--- src/rtl/alu_arbiter.sv ---
// alu_arbiter: two requesters share one 32-bit combinational ALU.
// Round-robin grant over valid/ready channels, registered operands, and a single
// registered response channel tagged with the requester id.
// Optional build macro ALU_ARB_STATS_EN adds saturating per-requester grant
// counters (ports gnt_cnt0/gnt_cnt1, parameter CNT_W).

// Combinational 32-bit logic ALU: op 0=AND, 1=OR, 2=XOR, 3=NOR, others give Z=0.
module alu (
  input  logic [31:0] x,
  input  logic [31:0] y,
  input  logic [3:0]  op_code,
  output logic [31:0] z,
  output logic        equal,
  output logic        overflow,
  output logic        zero
);

  // Result select by op code; flags derived from operands and result.
  always_comb begin
    // NOTE: every output of a combinational block gets a default first, so no
    // path leaves it unassigned and no latch is inferred.
    z = '0;
    case (op_code)
      4'd0:    z = x & y;
      4'd1:    z = x | y;
      4'd2:    z = x ^ y;
      4'd3:    z = ~(x | y);
      default: z = '0;
    endcase
    equal    = (x == y);
    overflow = 1'b0;  // bitwise operations cannot overflow
    zero     = (z == '0);
  end

endmodule

module alu_arbiter #(
  parameter int WIDTH = 32
`ifdef ALU_ARB_STATS_EN
  , parameter int CNT_W = 16
`endif
) (
  input  logic             clk,
  input  logic             rst_n,
  input  logic             req0_valid,
  output logic             req0_ready,
  input  logic [WIDTH-1:0] req0_x,
  input  logic [WIDTH-1:0] req0_y,
  input  logic [3:0]       req0_op,
  input  logic             req1_valid,
  output logic             req1_ready,
  input  logic [WIDTH-1:0] req1_x,
  input  logic [WIDTH-1:0] req1_y,
  input  logic [3:0]       req1_op,
  output logic             rsp_valid,
  input  logic             rsp_ready,
  output logic             rsp_id,
  output logic [WIDTH-1:0] rsp_z,
  output logic [2:0]       rsp_flags,
  output logic             busy
`ifdef ALU_ARB_STATS_EN
  , output logic [CNT_W-1:0] gnt_cnt0
  , output logic [CNT_W-1:0] gnt_cnt1
`endif
);

  typedef enum logic [1:0] {
    ST_IDLE = 2'd0,
    ST_EXEC = 2'd1,
    ST_RESP = 2'd2
  } state_t;

  state_t           state;
  logic             ptr;    // requester preferred when both are valid
  logic [WIDTH-1:0] x_q;
  logic [WIDTH-1:0] y_q;
  logic [3:0]       op_q;
  logic             id_q;
  logic             gnt0;
  logic             gnt1;
  logic [WIDTH-1:0] alu_z;
  logic             alu_eq;
  logic             alu_ov;
  logic             alu_zero;

  // Grant decision: only in IDLE and out of reset; a lone valid requester wins
  // regardless of the pointer.
  always_comb begin
    gnt0 = 1'b0;
    gnt1 = 1'b0;
    if (rst_n && state == ST_IDLE) begin
      if (req0_valid && (!req1_valid || !ptr)) begin
        gnt0 = 1'b1;
      end else if (req1_valid) begin
        gnt1 = 1'b1;
      end
    end
  end

  assign req0_ready = gnt0;
  assign req1_ready = gnt1;

  alu u_alu (
    .x        (x_q),
    .y        (y_q),
    .op_code  (op_q),
    .z        (alu_z),
    .equal    (alu_eq),
    .overflow (alu_ov),
    .zero     (alu_zero)
  );

  // Control FSM with operand capture and registered response/busy outputs.
  always_ff @(posedge clk or negedge rst_n) begin
    // NOTE: sequential state uses non-blocking assignments so every register
    // samples pre-edge values, independent of statement order.
    if (!rst_n) begin
      state     <= ST_IDLE;
      ptr       <= 1'b0;
      x_q       <= '0;
      y_q       <= '0;
      op_q      <= '0;
      id_q      <= 1'b0;
      rsp_valid <= 1'b0;
      rsp_id    <= 1'b0;
      rsp_z     <= '0;
      rsp_flags <= '0;
      busy      <= 1'b0;
    end else begin
      case (state)
        ST_IDLE: begin
          if (gnt0 || gnt1) begin
            x_q   <= gnt1 ? req1_x  : req0_x;
            y_q   <= gnt1 ? req1_y  : req0_y;
            op_q  <= gnt1 ? req1_op : req0_op;
            id_q  <= gnt1;
            ptr   <= gnt0;  // point at the requester that was not served
            busy  <= 1'b1;
            state <= ST_EXEC;
          end
        end
        ST_EXEC: begin
          rsp_z     <= alu_z;
          rsp_flags <= {alu_eq, alu_ov, alu_zero};
          rsp_id    <= id_q;
          rsp_valid <= 1'b1;
          state     <= ST_RESP;
        end
        ST_RESP: begin
          if (rsp_ready) begin
            rsp_valid <= 1'b0;
            busy      <= 1'b0;
            state     <= ST_IDLE;
          end
        end
        default: begin
          rsp_valid <= 1'b0;
          busy      <= 1'b0;
          state     <= ST_IDLE;
        end
      endcase
    end
  end

`ifdef ALU_ARB_STATS_EN
  // Saturating grant counters, one step per accept handshake.
  always_ff @(posedge clk or negedge rst_n) begin
    if (!rst_n) begin
      gnt_cnt0 <= '0;
      gnt_cnt1 <= '0;
    end else begin
      if (gnt0 && gnt_cnt0 != '1) gnt_cnt0 <= gnt_cnt0 + 1'b1;
      if (gnt1 && gnt_cnt1 != '1) gnt_cnt1 <= gnt_cnt1 + 1'b1;
    end
  end
`endif

endmodule
--- config.mk ---
export PLATFORM = sky130hd
export DESIGN_NAME = alu_arbiter
export DESIGN_NICKNAME = d
export VERILOG_FILES = /design/src/rtl/alu_arbiter.sv
export SDC_FILE = /design/constraint.sdc
export NUM_CORES = 1
export LEC_CHECK = 0
export ABC_AREA = 0
export CORE_MARGIN = 3
export CORE_UTILIZATION = 50
export DETAILED_ROUTE_END_ITERATION = 10
export GPL_TIMING_DRIVEN = 0
export PLACE_DENSITY = 0.79
export SLEW_MARGIN = 20
export SYNTH_ARGS = -nofsm -noshare
export SYNTH_HDL_FRONTEND = slang
export SYNTH_HIERARCHICAL = 1
export SYNTH_SLANG_ARGS = --single-unit
--- constraint.sdc ---
create_clock -name clk -period 3.4 [get_ports clk]
set_input_delay 0.51 -clock clk [delete_from_list [all_inputs] [get_ports clk]]
set_output_delay 0.51 -clock clk [all_outputs]
set_load 0.02 [all_outputs]
==> metrics.yaml <==
cts_root_buffer: "clkbuf_16"
cap_viol_max_count: 0
required_ps: 2890
powerDensity_mw_per_mm2: 780
dieHeight_microns: 133
numPortBuffers: 179
dpl.cell_count: 1262
hpwl_microns: 20800
rsz0062_at_grt: "false"
worst_slack_ps: 177
layout-drive-gt1-share: 0.116
dieArea_sq_mm: 0.0176
cts_max_level: 3
timing.hold.ws_ps: 21.2
cp-end-kind: "output pin"
min_period_ps: 3220
r2r_slack_ps: 720
yosys_warnings: 6
hold_violations: 0
yosysUniqueCellTypes: 45
final_core_util: 0.675
syn_nets: 1076
post-route-period-util: 0.948
async_flop_share: 1.00
grt_max_degree: 45
relSlewSlack: 0.574
dpl_worst_slack_ps: -46.3
fin_cells: 1278
synth-edff-count: 0
synth_area_sq_mm: 0.00803
grt_pass1_vias: 7587
avgSynthCellArea_sq_um: 9.22
cp.arrival_ps: 2710
insertion_delay_ps: 370
cts_setup_buffers: 0
grt_usage: 0.301
firstDrtPassIters: 6
cp_max_fo: 44
ys_top_cells_by_area: "dfrtp_1 (34%), ha_1 (10%), nand4_1 (5.7%)"
rows: 45
die_w_microns: 133
yosysTopAreaCellShare: 0.343
yosysSeqAreaShare: 0.343
path_class: "in2out"
vias: 7789
outcome: "finished clean"
dr.first_iter.drc_count: 734
final_antenna_net_count: 0
worstMarginPinSlew_ps: 639
antenna_found_initial: 0
ys_top_cells_by_count: "dfrtp_1 (110), a21oi_1 (73), nand4_1 (73)"
drcViolationCount: 0
clock-sinks: 110
layout.nets: 1268
clock_skew_ps: 9.48
ctsHoldBuffers: 0
irDropWorstVdd_mv: 0.374
max_freq_mhz: 310
netlist_instances: 871
clockBufferDepth: 2
hp-class: "in2async"
finalInstanceArea_sq_mm: 0.0104
vias_per_cell: 6.09
yosysMostFrequentCell: "dfrtp_1"
ff2ff_path_depth: 6
synth-main-ff-cell: "dfrtp_1"
reg2reg_from: "op_q[0]"
grt_first_pass_wirelength_microns: 41800
antennaDiodeCount: 0
gr-total-overflow: 0
numCtsBuffers: 9
cts_tree: "built"
synth_seq_cells: 110
slew_viol_final: 0
wire_per_inst_microns: 20.7
clk_pin_slew_ps: 70
syn2layout_area_growth_pct: 30.0
start_util: 0.519
num_io_pins: 181
start_kind: "input pin"
core_sq_mm: 0.0155
worstReg2RegEnd: "rsp_z[8]"
p_leak_nw: 4.51
gp_congestion: 0.946
yosysTopAreaCell: "dfrtp_1"
setup_viol: 0
placed_cell_area_sq_mm: 0.0101
routed_wl_microns: 26400
==> flip-flops by register name, indices dropped and copies added, names as in the netlist <==
signal / flops
y_q: 32
ptr: 1
rsp_valid: 1
op_q: 4
busy: 1
x_q: 32
rsp_z: 32
state: 2
rsp_id: 1
id_q: 1
rsp_flags: 3
==> per-stage QoR <==
| stage | total power [mW] | setup TNS, ps |
|---|---|---|
| after floorplan | 5.34 | 0 |
| after global routing | 8.69 | 0 |
| final | 8.14 | 0 |
| after detailed placement | 6.99 | -46.3 |
| after global placement | 6.87 | -473230 |
| after CTS | 8.08 | 0 |
==> placed cells by master, fill, tap and decap left out, drive strengths merged, types with 2 or more instances in the layout <==
cell	instances
clkdlybuf4s50	178
dfrtp	110
a21oi	73
nand4	73
a31oi	70
o31ai	69
inv	67
ha	64
buf	56
clkbuf	51
mux2	36
nor2	35
mux2i	32
a211oi	27
xnor2	24
nand2	18
nor4	13
o21ai	10
nand2b	7
nor3	7
xor2	5
o22ai	5
o311ai	5
or2	4
nand3b	4
nor2b	3
nand3	3
o21a	2
a21o	2
clkinv	2
or4	2
a221o	2
==> critical path, cell delays in order <==
cell	delay, ps
buf_8	280
buf_16	240
nor3b_2	280
buf_2	290
buf_2	250
nand2_1	90
a21oi_1	110
clkdlybuf4s50_1	620
==> layer usage <==
| metal | up-vias | GRT usage | wire, microns |
|---|---|---|---|
| met5 | - | 0 | 0 |
| met2 | 416 | 0.486 | 12300 |
| li1 | 3635 | - | - |
| met4 | 0 | 0.101 | 765 |
| met3 | 57 | 0.0483 | 2350 |
| met1 | 3681 | 0.414 | 11100 |
==> cells by family after synthesis <==
logic type | Yosys count | synth area share
buf+inv | 161 | 0.0942
flops | 110 | 0.343
xor+xnor | 29 | 0.0316
other cells | 1 | 0.000467
simple gates | 171 | 0.118
fa+ha+maj | 64 | 0.0997
compound gates | 266 | 0.220
mux | 69 | 0.0931
==> report_power, final <==
group / leakage, nW / total [mW] / internal [mW] / switching [mW]
registers: 1.30 / 2.41 / 1.85 / 0.555
logic: 3.06 / 4.67 / 2.04 / 2.63
clock network: 0.141 / 1.07 / 0.585 / 0.482
==> area by class of cell <==
class                   count  area, sq um
fillers                  1310         5040
multi-input cells         600         4520
flip-flops and latches    110         2750
repair buffers            181         1860
plain buffers              94          505
well taps                 211          264
inverters                  67          251
clock buffers              11          243
clock inverters             4         47.5
==> worst max path at each step <==
stage                               to  slack (ps)     from
after floorplan           rsp_flags[0]        1330  y_q[11]
after global placement      req0_ready       -3820    rst_n
after detailed placement    req0_ready         -50    rst_n
after CTS                   req0_ready          50    rst_n
after global routing        req0_ready          20    rst_n
final                       req0_ready         180    rst_n
==> repair_timing <==
action | 4_1_cts | 5_1_grt
endpoints found under the setup margin | 1 | 1
resized for setup | 0 | 2
cloned | 1 | 0
endpoints found under the hold margin | 0 | 0
Note: power is estimated with default switching activity, not from simulation.
